## src/rtl/sequenciador_instrucoes_if.sv

```systemverilog
// Purpose: host/processor-facing signal bundle of the instruction sequencer.
// Latency: none; this file only groups wires.
// Backpressure: Done from the processor gates every issue; Run is a one-cycle strobe.
interface sequenciador_instrucoes_if #(
    parameter int ADDR_WIDTH = 5
);
    logic                  Start;
    logic                  Done;
    logic                  WrEn;
    logic [ADDR_WIDTH-1:0] WrAddr;
    logic [15:0]           WrData;
    logic [15:0]           DIN;
    logic                  Run;
    logic [ADDR_WIDTH-1:0] PC;
    logic                  Halted;
    logic                  Timeout;

    // sequencer side: drives the processor DIN/Run pair
    modport master (
        input  Start, Done, WrEn, WrAddr, WrData,
        output DIN, Run, PC, Halted, Timeout
    );

    // host/processor side
    modport slave (
        output Start, Done, WrEn, WrAddr, WrData,
        input  DIN, Run, PC, Halted, Timeout
    );
endinterface

```

## src/rtl/sequenciador_instrucoes.sv

```systemverilog
// Purpose: program memory + PC feeding a multicycle processor, one instruction per Done.
// Latency: first Run one cycle after Start; next issue on the edge Done is sampled.
// Backpressure: waits indefinitely-bounded (watchdog) on Done; aborts to HALT with Timeout.
module sequenciador_instrucoes #(
    parameter int          ADDR_WIDTH = 5,
    parameter logic [2:0]  MVI_OPCODE = 3'b001,
    parameter logic [15:0] HALT_WORD  = 16'hFFFF,
    parameter int          TIMEOUT    = 16
) (
    input  logic                         i_Clock,
    input  logic                         i_Resetn,
    sequenciador_instrucoes_if.master    bus
);
    localparam int DEPTH = 2 ** ADDR_WIDTH;
    localparam int WD_W  = (TIMEOUT > 2) ? $clog2(TIMEOUT) : 1;
    localparam logic [WD_W-1:0]       WD_LAST = WD_W'(TIMEOUT - 1);
    localparam logic [ADDR_WIDTH-1:0] PC_ONE  = ADDR_WIDTH'(1);

    typedef enum logic [2:0] {S_IDLE, S_ISSUE, S_IMM, S_WAIT, S_HALT} state_t;

    logic [15:0]           r_mem [DEPTH];
    state_t                r_state;
    logic [15:0]           r_din;
    logic                  r_run;
    logic [ADDR_WIDTH-1:0] r_pc;
    logic [WD_W-1:0]       r_wd;
    logic                  r_timeout;

    state_t                w_state_n;
    logic [15:0]           w_din_n;
    logic                  w_run_n;
    logic [ADDR_WIDTH-1:0] w_pc_n;
    logic [WD_W-1:0]       w_wd_n;
    logic                  w_timeout_n;
    logic                  w_dispatch;
    logic                  w_stopped;
    logic [ADDR_WIDTH-1:0] w_disp_addr;
    logic [15:0]           w_disp_word;
    logic                  w_halted;
    logic                  w_wr_ok;

    // A (re)start always dispatches from address 0, otherwise from the current PC.
    assign w_stopped   = (r_state == S_IDLE) || (r_state == S_HALT);
    assign w_disp_addr = w_stopped ? '0 : r_pc;
    assign w_disp_word = r_mem[w_disp_addr];

    // State and datapath registers; memory is deliberately outside the reset domain.
    always_ff @(posedge i_Clock or negedge i_Resetn) begin
        if (!i_Resetn) begin
            r_state   <= S_IDLE;
            r_din     <= 16'h0000;
            r_run     <= 1'b0;
            r_pc      <= '0;
            r_wd      <= '0;
            r_timeout <= 1'b0;
        end else begin
            r_state   <= w_state_n;
            r_din     <= w_din_n;
            r_run     <= w_run_n;
            r_pc      <= w_pc_n;
            r_wd      <= w_wd_n;
            r_timeout <= w_timeout_n;
        end
    end

    // Program memory write port, only open while execution is stopped.
    always_ff @(posedge i_Clock) begin
        if (w_wr_ok) begin
            r_mem[bus.WrAddr] <= bus.WrData;
        end
    end

    // Next-state and datapath: sequencing, immediate fetch, watchdog, shared dispatch.
    always_comb begin
        w_state_n   = r_state;
        w_din_n     = r_din;
        w_run_n     = 1'b0;
        w_pc_n      = r_pc;
        w_wd_n      = r_wd;
        w_timeout_n = r_timeout;
        w_dispatch  = 1'b0;
        case (r_state)
            S_IDLE, S_HALT: begin
                if (bus.Start) begin
                    w_timeout_n = 1'b0;
                    w_dispatch  = 1'b1;
                end
            end
            S_ISSUE: begin
                w_wd_n = '0;
                if (r_din[8:6] == MVI_OPCODE) begin
                    // immediate lands on DIN for the processor's T1 step
                    w_din_n   = r_mem[r_pc];
                    w_pc_n    = r_pc + PC_ONE;
                    w_state_n = S_IMM;
                end else begin
                    w_state_n = S_WAIT;
                end
            end
            S_IMM, S_WAIT: begin
                if (bus.Done) begin
                    // Done takes priority over a watchdog expiry on the same edge
                    w_dispatch = 1'b1;
                end else begin
                    w_wd_n = r_wd + WD_W'(1);
                    if (w_wd_n == WD_LAST) begin
                        w_timeout_n = 1'b1;
                        w_state_n   = S_HALT;
                    end
                end
            end
            default: w_state_n = S_IDLE;
        endcase
        if (w_dispatch) begin
            w_pc_n = w_disp_addr;
            if (w_disp_word == HALT_WORD) begin
                w_state_n = S_HALT;
            end else begin
                w_din_n   = w_disp_word;
                w_run_n   = 1'b1;
                w_pc_n    = w_disp_addr + PC_ONE;
                w_state_n = S_ISSUE;
            end
        end
    end

    // Outputs decoded from state.
    always_comb begin
        w_halted = (r_state == S_HALT);
        w_wr_ok  = bus.WrEn && w_stopped;
    end

    assign bus.DIN     = r_din;
    assign bus.Run     = r_run;
    assign bus.PC      = r_pc;
    assign bus.Halted  = w_halted;
    assign bus.Timeout = r_timeout;
endmodule

```

## src/flat_wrapper.sv

```systemverilog
// flat-port wrapper written by rule: the top's interface ports become plain ports
module sequenciador_instrucoes_flat 
#(
    parameter int          ADDR_WIDTH = 5,
    parameter logic [2:0]  MVI_OPCODE = 3'b001,
    parameter logic [15:0] HALT_WORD  = 16'hFFFF,
    parameter int          TIMEOUT    = 16
)
  (i_Clock, i_Resetn, bus_Start, bus_Done, bus_WrEn, bus_WrAddr, bus_WrData, bus_DIN, bus_Run, bus_PC, bus_Halted, bus_Timeout);
  sequenciador_instrucoes_if #(.ADDR_WIDTH(ADDR_WIDTH)) bus_i ();
  input  logic i_Clock;
  input  logic i_Resetn;
  input wire logic [$bits(bus_i.Start)-1:0] bus_Start;
  input wire logic [$bits(bus_i.Done)-1:0] bus_Done;
  input wire logic [$bits(bus_i.WrEn)-1:0] bus_WrEn;
  input wire logic [$bits(bus_i.WrAddr)-1:0] bus_WrAddr;
  input wire logic [$bits(bus_i.WrData)-1:0] bus_WrData;
  output wire logic [$bits(bus_i.DIN)-1:0] bus_DIN;
  output wire logic [$bits(bus_i.Run)-1:0] bus_Run;
  output wire logic [$bits(bus_i.PC)-1:0] bus_PC;
  output wire logic [$bits(bus_i.Halted)-1:0] bus_Halted;
  output wire logic [$bits(bus_i.Timeout)-1:0] bus_Timeout;
  assign bus_i.Start = bus_Start;
  assign bus_i.Done = bus_Done;
  assign bus_i.WrEn = bus_WrEn;
  assign bus_i.WrAddr = bus_WrAddr;
  assign bus_i.WrData = bus_WrData;
  assign bus_DIN = bus_i.DIN;
  assign bus_Run = bus_i.Run;
  assign bus_PC = bus_i.PC;
  assign bus_Halted = bus_i.Halted;
  assign bus_Timeout = bus_i.Timeout;
  sequenciador_instrucoes #(.ADDR_WIDTH(ADDR_WIDTH), .MVI_OPCODE(MVI_OPCODE), .HALT_WORD(HALT_WORD), .TIMEOUT(TIMEOUT)) u_core (.i_Clock(i_Clock), .i_Resetn(i_Resetn), .bus(bus_i));
endmodule
```

## config.mk

```make
export PLATFORM = sky130hd
export DESIGN_NAME = sequenciador_instrucoes_flat
export DESIGN_NICKNAME = d
export VERILOG_FILES = /design/src/rtl/sequenciador_instrucoes_if.sv /design/src/rtl/sequenciador_instrucoes.sv /design/src/flat_wrapper.sv
export SDC_FILE = /design/constraint.sdc
export NUM_CORES = 1
export LEC_CHECK = 0
export CAP_MARGIN = 10
export CORE_AREA = 10 10 317 197
export DETAILED_ROUTE_END_ITERATION = 12
export DIE_AREA = 0 0 327 207
export PLACE_DENSITY = 0.72
export SYNTH_ARGS = -nofsm -noshare
export SYNTH_HDL_FRONTEND = slang
export SYNTH_SLANG_ARGS = --single-unit
```

## constraint.sdc

```tcl
create_clock -name i_Clock -period 2.9 [get_ports i_Clock]
set_input_delay 0.58 -clock i_Clock [delete_from_list [all_inputs] [get_ports i_Clock]]
set_output_delay 0.58 -clock i_Clock [all_outputs]
set_load 0.03 [all_outputs]
```

* Yosys cells after proc, flatten, opt, wreduce, memory -nomap -nowiden
Memory sizes are Yosys's and may differ from the RTL's.
Index checks and enable logic that the tools add are counted.
** Storage, ports and cells
- Input port bits :: 26
- Output and inout bits :: 24
- Memory bits (writable) :: 512
- Memories kept :: 1
- Register bits :: 30
- Logic and storage cells :: 64
** Cells by class
- Reduce and logical (&&, ||, !) cells :: 13
- Mux-type cells :: 28
- Eq/ne operators :: 13
- Add/sub/neg operators :: 3
** Memories
- u_core.r_mem :: depth 32, width 16, read ports 2, clocked after memory_dff 0, write ports 1, RTL line sequenciador_instrucoes.sv:21 : logic [15:0] r_mem [DEPTH];
** Operators with widths (number)
- 16-bit two-way mux :: 4
- 5-bit two-way mux :: 5
- 16-bit equality test, second input constant :: 1
- 3-bit two-way mux :: 4
- 5-bit by 1-bit adder with 5-bit output, second input constant :: 2
- 1-bit two-way mux :: 10
- 3-bit case mux with 3 select lines :: 1
- 4-bit case mux with 2 select lines :: 1
- 2-bit nonzero test :: 4
- 3-bit by 1-bit equality test with 1-bit output, second input constant :: 2
- 3-bit by 2-bit equality test with 1-bit output, second input constant :: 2
- 4-bit by 1-bit adder with 4-bit output, second input constant :: 1
- 4-bit equality test, second input constant :: 1
- 4-bit two-way mux :: 1
- 2-bit by 1-bit != test with 1-bit output, second input constant :: 2
- 2-bit != test, second input constant :: 2
- 1-bit case mux with 2 select lines :: 2
- 2-bit AND reduction :: 2
- 4-bit AND reduction :: 1
- 2-bit OR reduction :: 2
- 3-bit equality test, second input constant :: 1
- 3-bit logical NOT :: 1
- 3-bit by 1-bit != test with 1-bit output, second input constant :: 1
- 3-bit by 2-bit != test with 1-bit output, second input constant :: 1
- 3 further kinds :: 3

* Depth between registers and ports, before layout
Gate-level depths: netlist (run 1).
An unclocked memory read counts as a cell.
- Depth in word-level cells :: 7
- Depth in mapped cells :: 17
- Mapped depth without buffers :: 10

* Worst setup path before layout (run 1)
Ideal clock, no wire load.
- Path kind :: register -> register
- From :: register u_core.r_pc[0], in the netlist u_core.bus.PC[0]
- To :: register u_core.r_din[12], in the netlist u_core.bus.DIN[12]
- Slack :: -0.105 ns
- Data required time :: 2.765 ns
- Library setup time :: 0.135 ns
- Data arrival time :: 2.869 ns
- Clock period less this slack :: 3.005 ns
- Cell stages (with the launch flop) :: 15
- Cell sequence :: dfrtp_1 > buf_6 > buf_12 > buf_6 > buf_6 > buf_2 > buf_4 > buf_4 > mux2_2 > o21ai_0 > a21oi_1 > a2111oi_0 > a211oi_1 > a21oi_1 > mux2i_1
** On the way
- Word-level cells in the longest chain between the ends :: 5
- Elaborated cells between the ends (all ways) :: 7
- Classes of those cells :: eq/ne (1); mux (5); memory (1)
** RTL lines
- start, declared :: RTL line sequenciador_instrucoes.sv:25 : logic [ADDR_WIDTH-1:0] r_pc;
- start signal, assigned :: RTL line sequenciador_instrucoes.sv:60 : r_pc <= w_pc_n;
- 5-bit two-way mux / memory 32 x 16 bit (equally long branches)
- memory 32 x 16 bit *
- 16-bit equality test / 16-bit two-way mux (equally long branches) :: RTL line sequenciador_instrucoes.sv:116, sequenciador_instrucoes.sv:82
- 16-bit two-way mux :: RTL line sequenciador_instrucoes.sv:116 : if (w_disp_word == HALT_WORD) begin
- 16-bit two-way mux * :: RTL line sequenciador_instrucoes.sv:114 : if (w_dispatch) begin
- named net u_core.w_din_n[12] :: RTL line sequenciador_instrucoes.sv:30 : logic [15:0] w_din_n;
- end signal, assigned :: RTL line sequenciador_instrucoes.sv:58 : r_din <= w_din_n;
- end, declared :: RTL line sequenciador_instrucoes.sv:23 : logic [15:0] r_din;
The timed path passes the listed nets; every way through them passes the cells marked *.
A chain may end at the register's enable or synchronous reset.

* Worst setup path after layout (run 1)
- From :: register u_core.r_pc[0], in the netlist u_core.bus.PC[0]
- To :: register u_core.r_pc[0], in the netlist u_core.bus.PC[0]
** On the way
- Word-level cells in the longest chain between the ends :: 5
- Elaborated cells between the ends (all ways) :: 9
- Classes of those cells :: add/sub (2); eq/ne (1); mux (5); memory (1)
** RTL lines
- 5-bit two-way mux :: RTL line sequenciador_instrucoes.sv:44 : assign w_disp_addr = w_stopped ? '0 : r_pc;
- memory 32 x 16 bit
- 16-bit equality test :: RTL line sequenciador_instrucoes.sv:116
- 5-bit two-way mux :: RTL line sequenciador_instrucoes.sv:116
- 5-bit two-way mux * :: RTL line sequenciador_instrucoes.sv:114
Mark *: on every way between the ends. The rest lies on a longest branch, timed or not. The select of a mux whose other input is x is not followed.

==> impl_results.md, run 1 <==
- CORE AREA: 0.0567 mm2
- Hold/Removal Path Class: primary input to async pin
- Cell at the root of the clock tree: clkbuf_16
- Initial cell density of the core: 44.5%
- Register cell area after layout: 0.0161 mm2
- EDFF count, synth: 512
- Hold-fix buffers at CTS: 0
- Largest clock skew in the final design: 0.0386 ns
- I/O pin total: 50
- Final slew viol count: 0
- Arrival time of data at the critical path endpoint: 3.83 ns
- Die outline area: 0.0677 mm2
- Fillers: 4569
- Via count of the first global-routing pass: 17900
- Antenna cells: 0
- Final routed wirelength across all metal layers: 89300 um
- WHS: 0.0527 ns
- Die Ht: 207 um
- CP max stage cell: dfrtp_4
- Cell with the most instances after synthesis: edfxtp_1
- Pwr/cell area: 1050 mW/mm2
- Worst path bufs/invs: 4
- TritonCTS sink count: 542
- Achievable frequency: 300 MHz
- Sequential-to-total area share from yosys stat: 63.9%
- TritonCTS buffer count: 51
- Number of instances in the synthesized netlist: 1755
- Number of distinct standard cells referenced by the synthesized netlist: 83
- Post-place setup slack: -0.677 ns
- HPWL Detailed: 63100 um
- Cell class contributing the biggest share of worst-path delay: compound AO/OA/AOI/OAI gates
- Post-synth ARST share: 5.54%
- CTS tree: yes
- Setup-violating endpoint count in the final report: 24
- Share of the clock period used by the worst path after layout: 115%
- Ranking of synthesized cells by instance count: edfxtp_1 (512), mux2i_1 (150), a21oi_1 (132)
- Peak VDD IR: 0.660 mV
- Global-route wire length before repair: 128000 um
- Syn nets: 1785
- Count of input and output buffers: 49
- Layout cell share with drive strength beyond 1: 31.5%
- Via count normalized by instance count: 6.41
- Max-Slew Margin vs Limit: 45.3%
- Capturing element type of the critical path: register
- Post-detailed-placement cell area: 0.0292 mm2
- Slack of the worst reg-to-reg path: -0.43 ns
- Final RePlAce weighted congestion: 1.00
- Most frequent cell on the critical path: buf_12
- Site Rows: 68
- Final count of hold timing violations: 0
- Leading register cell type out of synthesis: edfxtp_1
- Routed len/inst: 30.9 um
- Remaining antenna violation count after routing: 0
- Crit start category: register
- Number of register bits inferred by synthesis: 542
- Biggest cell delay along the critical path: 0.52 ns
- Growth of design area from synthesis to finish: 24.7%
- Post-layout minimum cycle time: 3.33 ns
- Net count reported at finish: 2113
- Number of antenna violations at the first check in global routing: 2
- Remaining routing DRC violations: 0
- Unrepaired setup endpoints after global routing: true
- Clk buf depth: 3
- Number of DRC markers in iteration 0: 3213
- Mean instance size in the synthesized netlist: 14.4 um2
- Via count of the routed design: 18500
- Horizontal die dimension: 327 um
- Yosys synthesis warning count: 0
- Total gr overflow: 0
- Crit path setup slack, layout: -0.429 ns
- CP max FO: 29
- Post-route setup TNS: -6.65 ns
- Largest net degree at the start of global routing: 42
- Number of max-cap violations: 0
- Dominant cells by area after synthesis: edfxtp_1 (61%), mux2i_1 (5.9%), mux4_2 (5.7%)
- Leak Pwr: 11.4 nW
- Number of levels the H-tree was split into: 2
- Insertion delay to the later sink of the worst-skew pair: 0.61 ns
- Non-Filler Cell Area, Final: 0.0315 mm2
- Total power: 33.1 mW
- Multi-input combinational cell area: 0.00877 mm2
- Required arrival time at the worst endpoint: 3.40 ns
- Cell taking the most area after synthesis: edfxtp_1
- Outcome: finished, violations left
- Number of search-and-repair iterations in the first detailed-routing pass: 8
- Cell Area, Synth: 0.0252 mm2
- Clock-pin transition on the worst setup and hold timing paths: 0.07 ns
- Failing checks: setup timing
- Series of cell instances along the critical path: buf_12 -> buf_12 -> mux2_2 -> o21ai_0 -> or3_4 -> a32o_2 -> nor4_4 -> buf_4 -> nand4_1 -> buf_6 -> o211ai_1 -> o311a_1
- Transition time at the pin with the least slew margin: 0.821 ns
- Critical path type: register to register
- Post-synth top area share: 60.9%
- Global routing usage summed across all routing layers: 25.4%
==> power by group <==
| part | switching (mW) | internal [mW] |
|---|---|---|
| clock | 3.00 | 3.84 |
| combinational | 9.74 | 7.28 |
| sequential | 0.381 | 8.84 |
| total | 13.1 | 20.0 |
==> path summary, 6_finish.rpt <==
kind / start / endpoint / cells past startpoint
max in group asynchronous: i_Resetn / u_core.bus.PC[2] / 1
worst max-delay path: u_core.bus.PC[0] / u_core.bus.PC[0] / 12
worst max register to register: u_core.bus.PC[0] / u_core.bus.PC[0] / 12
worst min-delay path: i_Resetn / u_core.bus.DIN[0] / 1
worst min register to register: u_core.bus.Timeout / u_core.bus.Timeout / 2
min in group i_Clock: u_core.bus.Timeout / u_core.bus.Timeout / 2
==> flip-flops by register name, indices dropped and copies added, names as in the netlist <==
register and count:
u_core.bus.DIN 16, u_core.bus.Timeout 1, u_core.r_mem 512, u_core.r_wd 4, u_core.bus.Run 1, u_core.r_state 3, u_core.bus.PC 5
==> metal layers <==
layer	vias up	GRT usage [%]	part of all wire (%)
li1	7655	-	-
met1	9274	38.7	43
met2	1438	32.8	38
met3	164	10.9	16
met4	2	5.04	2.4
met5	-	0	0.013
==> placed cells by master (no fill, tap or decap), types with 17 or more instances in the layout <==
master	instances
edfxtp_1	512
buf_4	289
o221ai_1	18
mux2_2	46
clkbuf_16	52
nor2_2	33
buf_6	17
buf_12	51
nor2_1	72
a211oi_1	29
nand2_1	100
a21oi_1	128
a221oi_1	22
mux2i_1	142
mux4_2	64
dfrtp_1	25
clkdlybuf4s50_1	46
nor2b_1	34
o21ai_0	81
==> final cells by class <==
type | instances | share of cell area (%)
clock inverters | 26 | 0.879
multi-input cells | 1063 | 27.9
clock buffers | 67 | 4.44
inverters | 20 | 0.239
repair buffers | 405 | 12.2
flip-flops and latches | 542 | 51.3
well taps | 770 | 3.06
==> cell families (layout without fill, tap and decap cells) <==
family | count (synthesis) | after routing | synth area share, %
AO/OA/AOI/OAI | 473 | 473 | 12.6
AND/OR/NAND/NOR | 324 | 324 | 6.14
flip-flops | 542 | 542 | 63.9
adder cells (fa/ha/maj) | 4 | 4 | 0.198
XOR/XNOR | 1 | 1 | 0.0347
buffers and inverters | 150 | 518 | 3.44
multiplexers | 261 | 261 | 13.8
==> what timing repair did <==
item                                    in CTS  in global routing
buffers inserted                             7                  4
endpoints found under the setup margin      39                 35
resized for setup                           52                 57
pin swaps                                   11                 22
==> metrics by stage <==
stage | utilization, % | instances
final | 55.5 | 2893
after global routing | 55.5 | 2893
after CTS | 54.9 | 2889
after detailed placement | 51.4 | 2789
after global placement | 51.4 | 2789
after floorplan | - | 1755
Power figures use the tool's default switching activity.
==> run 2: changes to the inputs <==
--- a/config.mk
+++ b/config.mk
@@ -7,9 +7,11 @@
 export LEC_CHECK = 0
 export CAP_MARGIN = 10
 export CORE_AREA = 10 10 317 197
+export CTS_CLUSTER_SIZE = 10
 export DETAILED_ROUTE_END_ITERATION = 12
 export DIE_AREA = 0 0 327 207
 export PLACE_DENSITY = 0.72
+export SLEW_MARGIN = 30
 export SYNTH_ARGS = -nofsm -noshare
 export SYNTH_HDL_FRONTEND = slang
 export SYNTH_SLANG_ARGS = --single-unit
==> run 2 against run 1 <==
Compared with the run above: the flow still finishes with violations (setup timing); clock power up 2%; core utilization grew 1.1 points; first-iteration DRC count down 0.25%; highest routed layer unchanged.
==> impl_results.md, run 2 (synthesis results as in run 1) <==
- Final Util: 56.6% (+1.1 points)
- Achievable frequency: 300 MHz (-0.15%)
- Setup-violating endpoint count in the final report: 24 (unchanged)
- Max-Slew Margin vs Limit: 44.0% (-1.3 points)
- Power Internal: 20.4 mW (+2.4%)
- Non-Filler Cell Area, Final: 0.0321 mm2 (+2.1%)
- Transition time at the pin with the least slew margin: 0.840 ns (+0.0193 ns)
- Final count of hold timing violations: 0 (unchanged)
- WHS: 0.0562 ns (+0.00350 ns)
- HPWL Detailed: 63100 um (unchanged)
- TritonCTS buffer count: 60 (+18%)
- Via count normalized by instance count: 6.48 (+1.1%)
- Site Rows: 68 (unchanged)
- Clk network pwr share: 20.5% (-0.2 points)
- Final slew viol count: 0 (unchanged)
- Total power: 34.0 mW (+2.8%)
- Most frequent cells in the layout: edfxtp_1 (512), buf_4 (310), mux2i_1 (128), a21oi_1 (126), nand2_1 (99)
- Share of the clock period used by the worst path after layout: 115% (+0.17 points)
- Required arrival time at the worst endpoint: 3.42 ns (+0.02 ns)
- Horizontal die dimension: 327 um (unchanged)
- Layout cell share with drive strength beyond 1: 32.9% (+1.4 points)
- Final RePlAce weighted congestion: 1.00 (unchanged)
- Leak Pwr: 11.6 nW (+1.8%)
- Capturing element type of the critical path: register
- Pwr/cell area: 1060 mW/mm2 (+0.70%)
- Final routed wirelength across all metal layers: 91700 um (+2.7%)
- Unrepaired setup endpoints after global routing: true
- Antenna cells: 0 (unchanged)
- Net switching power: 13.6 mW (+3.3%)
- Biggest cell delay along the critical path: 0.48 ns (-0.04 ns)
- Number of levels the H-tree was split into: 2 (unchanged)
- Count of input and output buffers: 49 (unchanged)
- Peak VDD IR: 0.646 mV (-2.1%)
- Largest clock skew in the final design: 0.0197 ns (-0.0189 ns)
- Growth of design area from synthesis to finish: 27.3%
- Sequential Power Share: 27.2% (-0.7 points)
- Cell class contributing the biggest share of worst-path delay: buffers and inverters
- Number of DRC markers in iteration 0: 3205 (-0.25%)
- Initial cell density of the core: 44.5% (unchanged)
- Global routing usage summed across all routing layers: 25.9% (+0.49 points)
- Post-layout minimum cycle time: 3.33 ns (+0.00505 ns)
- Via count of the first global-routing pass: 18300 (+2.6%)
- Worst path bufs/invs: 7 (+3)
- Reg with most FFs: u_core.r_mem
- Clk buf depth: 3 (unchanged)
- Largest net degree at the start of global routing: 42 (unchanged)
- Cell at the root of the clock tree: clkbuf_16
- Hold/Removal Path Class: primary input to async pin
- Die outline area: 0.0677 mm2 (unchanged)
- Number of antenna violations at the first check in global routing: 3 (+1)
- CP max stage cell: dfrtp_4
- I/O pin total: 50 (unchanged)
- Series of cell instances along the critical path: buf_12 -> buf_12 -> buf_6 -> mux2i_1 -> buf_4 -> o22ai_1 -> o21ai_0 -> o21ai_0 -> buf_4 -> a21oi_2 -> nor3_2 -> buf_4 -> nand4_2 -> buf_6 -> o21bai_1 -> o311a_1
- Remaining antenna violation count after routing: 0 (unchanged)
- CORE AREA: 0.0567 mm2 (unchanged)
- Remaining routing DRC violations: 0 (unchanged)
- TritonCTS sink count: 542 (unchanged)
- CP max FO: 17 (-41%)
- Number of max-cap violations: 0 (unchanged)
- Crit start category: register
- Failing checks: setup timing
- Most common cell after layout, fill and taps aside: edfxtp_1
- Critical path type: register to register
- Crit path setup slack, layout: -0.434 ns (-0.00505 ns)
- Clock-pin transition on the worst setup and hold timing paths: 0.06 ns (about the same)
- Outcome: finished, violations left
- Net count reported at finish: 2152 (+1.8%)
- Routed len/inst: 31.1 um (+0.91%)
- Post-detailed-placement cell area: 0.0292 mm2 (unchanged)
- Die Ht: 207 um (unchanged)
- Arrival time of data at the critical path endpoint: 3.85 ns (+0.02 ns)
- Switching power share of the total: 39.9% (+0.19 points)
- Total gr overflow: 0 (unchanged)
- Global-route wire length before repair: 130000 um (+1.9%)
- Hold-fix buffers at CTS: 0 (unchanged)
- CTS tree: yes
- Insertion delay to the later sink of the worst-skew pair: 0.62 ns (about the same)
- Largest register FFs: 512 (unchanged)
- Logic gate share of total power: 52.3% (+0.9 points)
- Via count of the routed design: 19100 (+2.9%)
- Most frequent cell on the critical path: buf_4
- Number of search-and-repair iterations in the first detailed-routing pass: 8 (unchanged)
## run 2: worst reg2reg max path: stages (launching register included)
cell      delay, ns
dfrtp_4        0.48
buf_12         0.17
buf_12         0.16
buf_6          0.22
mux2i_1        0.22
buf_4          0.18
o22ai_1        0.08
o21ai_0        0.26
o21ai_0        0.16
buf_4          0.18
a21oi_2        0.20
nor3_2         0.09
buf_4          0.15
nand4_2        0.12
buf_6          0.13
o21bai_1       0.10
o311a_1        0.31
## run 2: routing by layer
layer | global-route usage (%) | routed length, um | vias to the layer above
met5 | 0 | 51 | -
met4 | 5.71 | 2370 | 4
met3 | 11.1 | 15700 | 211
met2 | 33.4 | 35200 | 1536
met1 | 39.3 | 38400 | 9546
li1 | - | - | 7769
## run 2: power groups by stage
stage | registers, mW | logic, mW | clock network (mW)
after floorplan | 9.43 | 7.89 | 0
after global placement | 9.33 | 15.1 | 0
after detailed placement | 9.34 | 15.2 | 0
after CTS | 9.19 | 16.5 | 7.06
after global routing | 9.24 | 18.3 | 7.40
final | 9.24 | 17.8 | 6.98
## run 2: repair_timing
item	4_1_cts	5_1_grt
pin swaps	27	29
setup endpoints to repair	39	39
gates resized for setup	114	59
gates cloned	3	1
setup buffers	23	17
## run 2: final cells by class
cell class,instances,area [um2]
Sequential cell,542,16100
Clock inverter,5,56.3
Tap cell,770,963
Timing Repair Buffer,435,4220
Clock buffer,109,1690
Inverter,20,75.1
Multi-Input combinational cell,1063,8990
Fill cell,4510,24600
## run 2: path summary, 6_finish.rpt
path	endpoint	slack [ns]	cells after the start	start
setup / recovery	u_core.bus.PC[0]	-0.43	16	u_core.bus.PC[0]
hold / removal	u_core.bus.DIN[3]	0.06	1	i_Resetn
setup reg to reg	u_core.bus.PC[0]	-0.43	16	u_core.bus.PC[0]
hold reg to reg	u_core.bus.Timeout	0.54	2	u_core.bus.Timeout
max in group asynchronous	u_core.bus.PC[0]	2.21	1	i_Resetn
min in group i_Clock	u_core.bus.Timeout	0.54	2	u_core.bus.Timeout
## run 2: metrics by stage
stage	instances	setup slack [ns]	setup TNS, ns
2_1_floorplan	1755	-0.0765	-9.36
3_3_place_gp	2789	-0.769	-15.95
3_5_place_dp	2789	-0.677	-14.88
4_1_cts	2929	-0.284	-5.37
5_1_grt	2944	-0.547	-10.97
6_report	2944	-0.434	-8.59
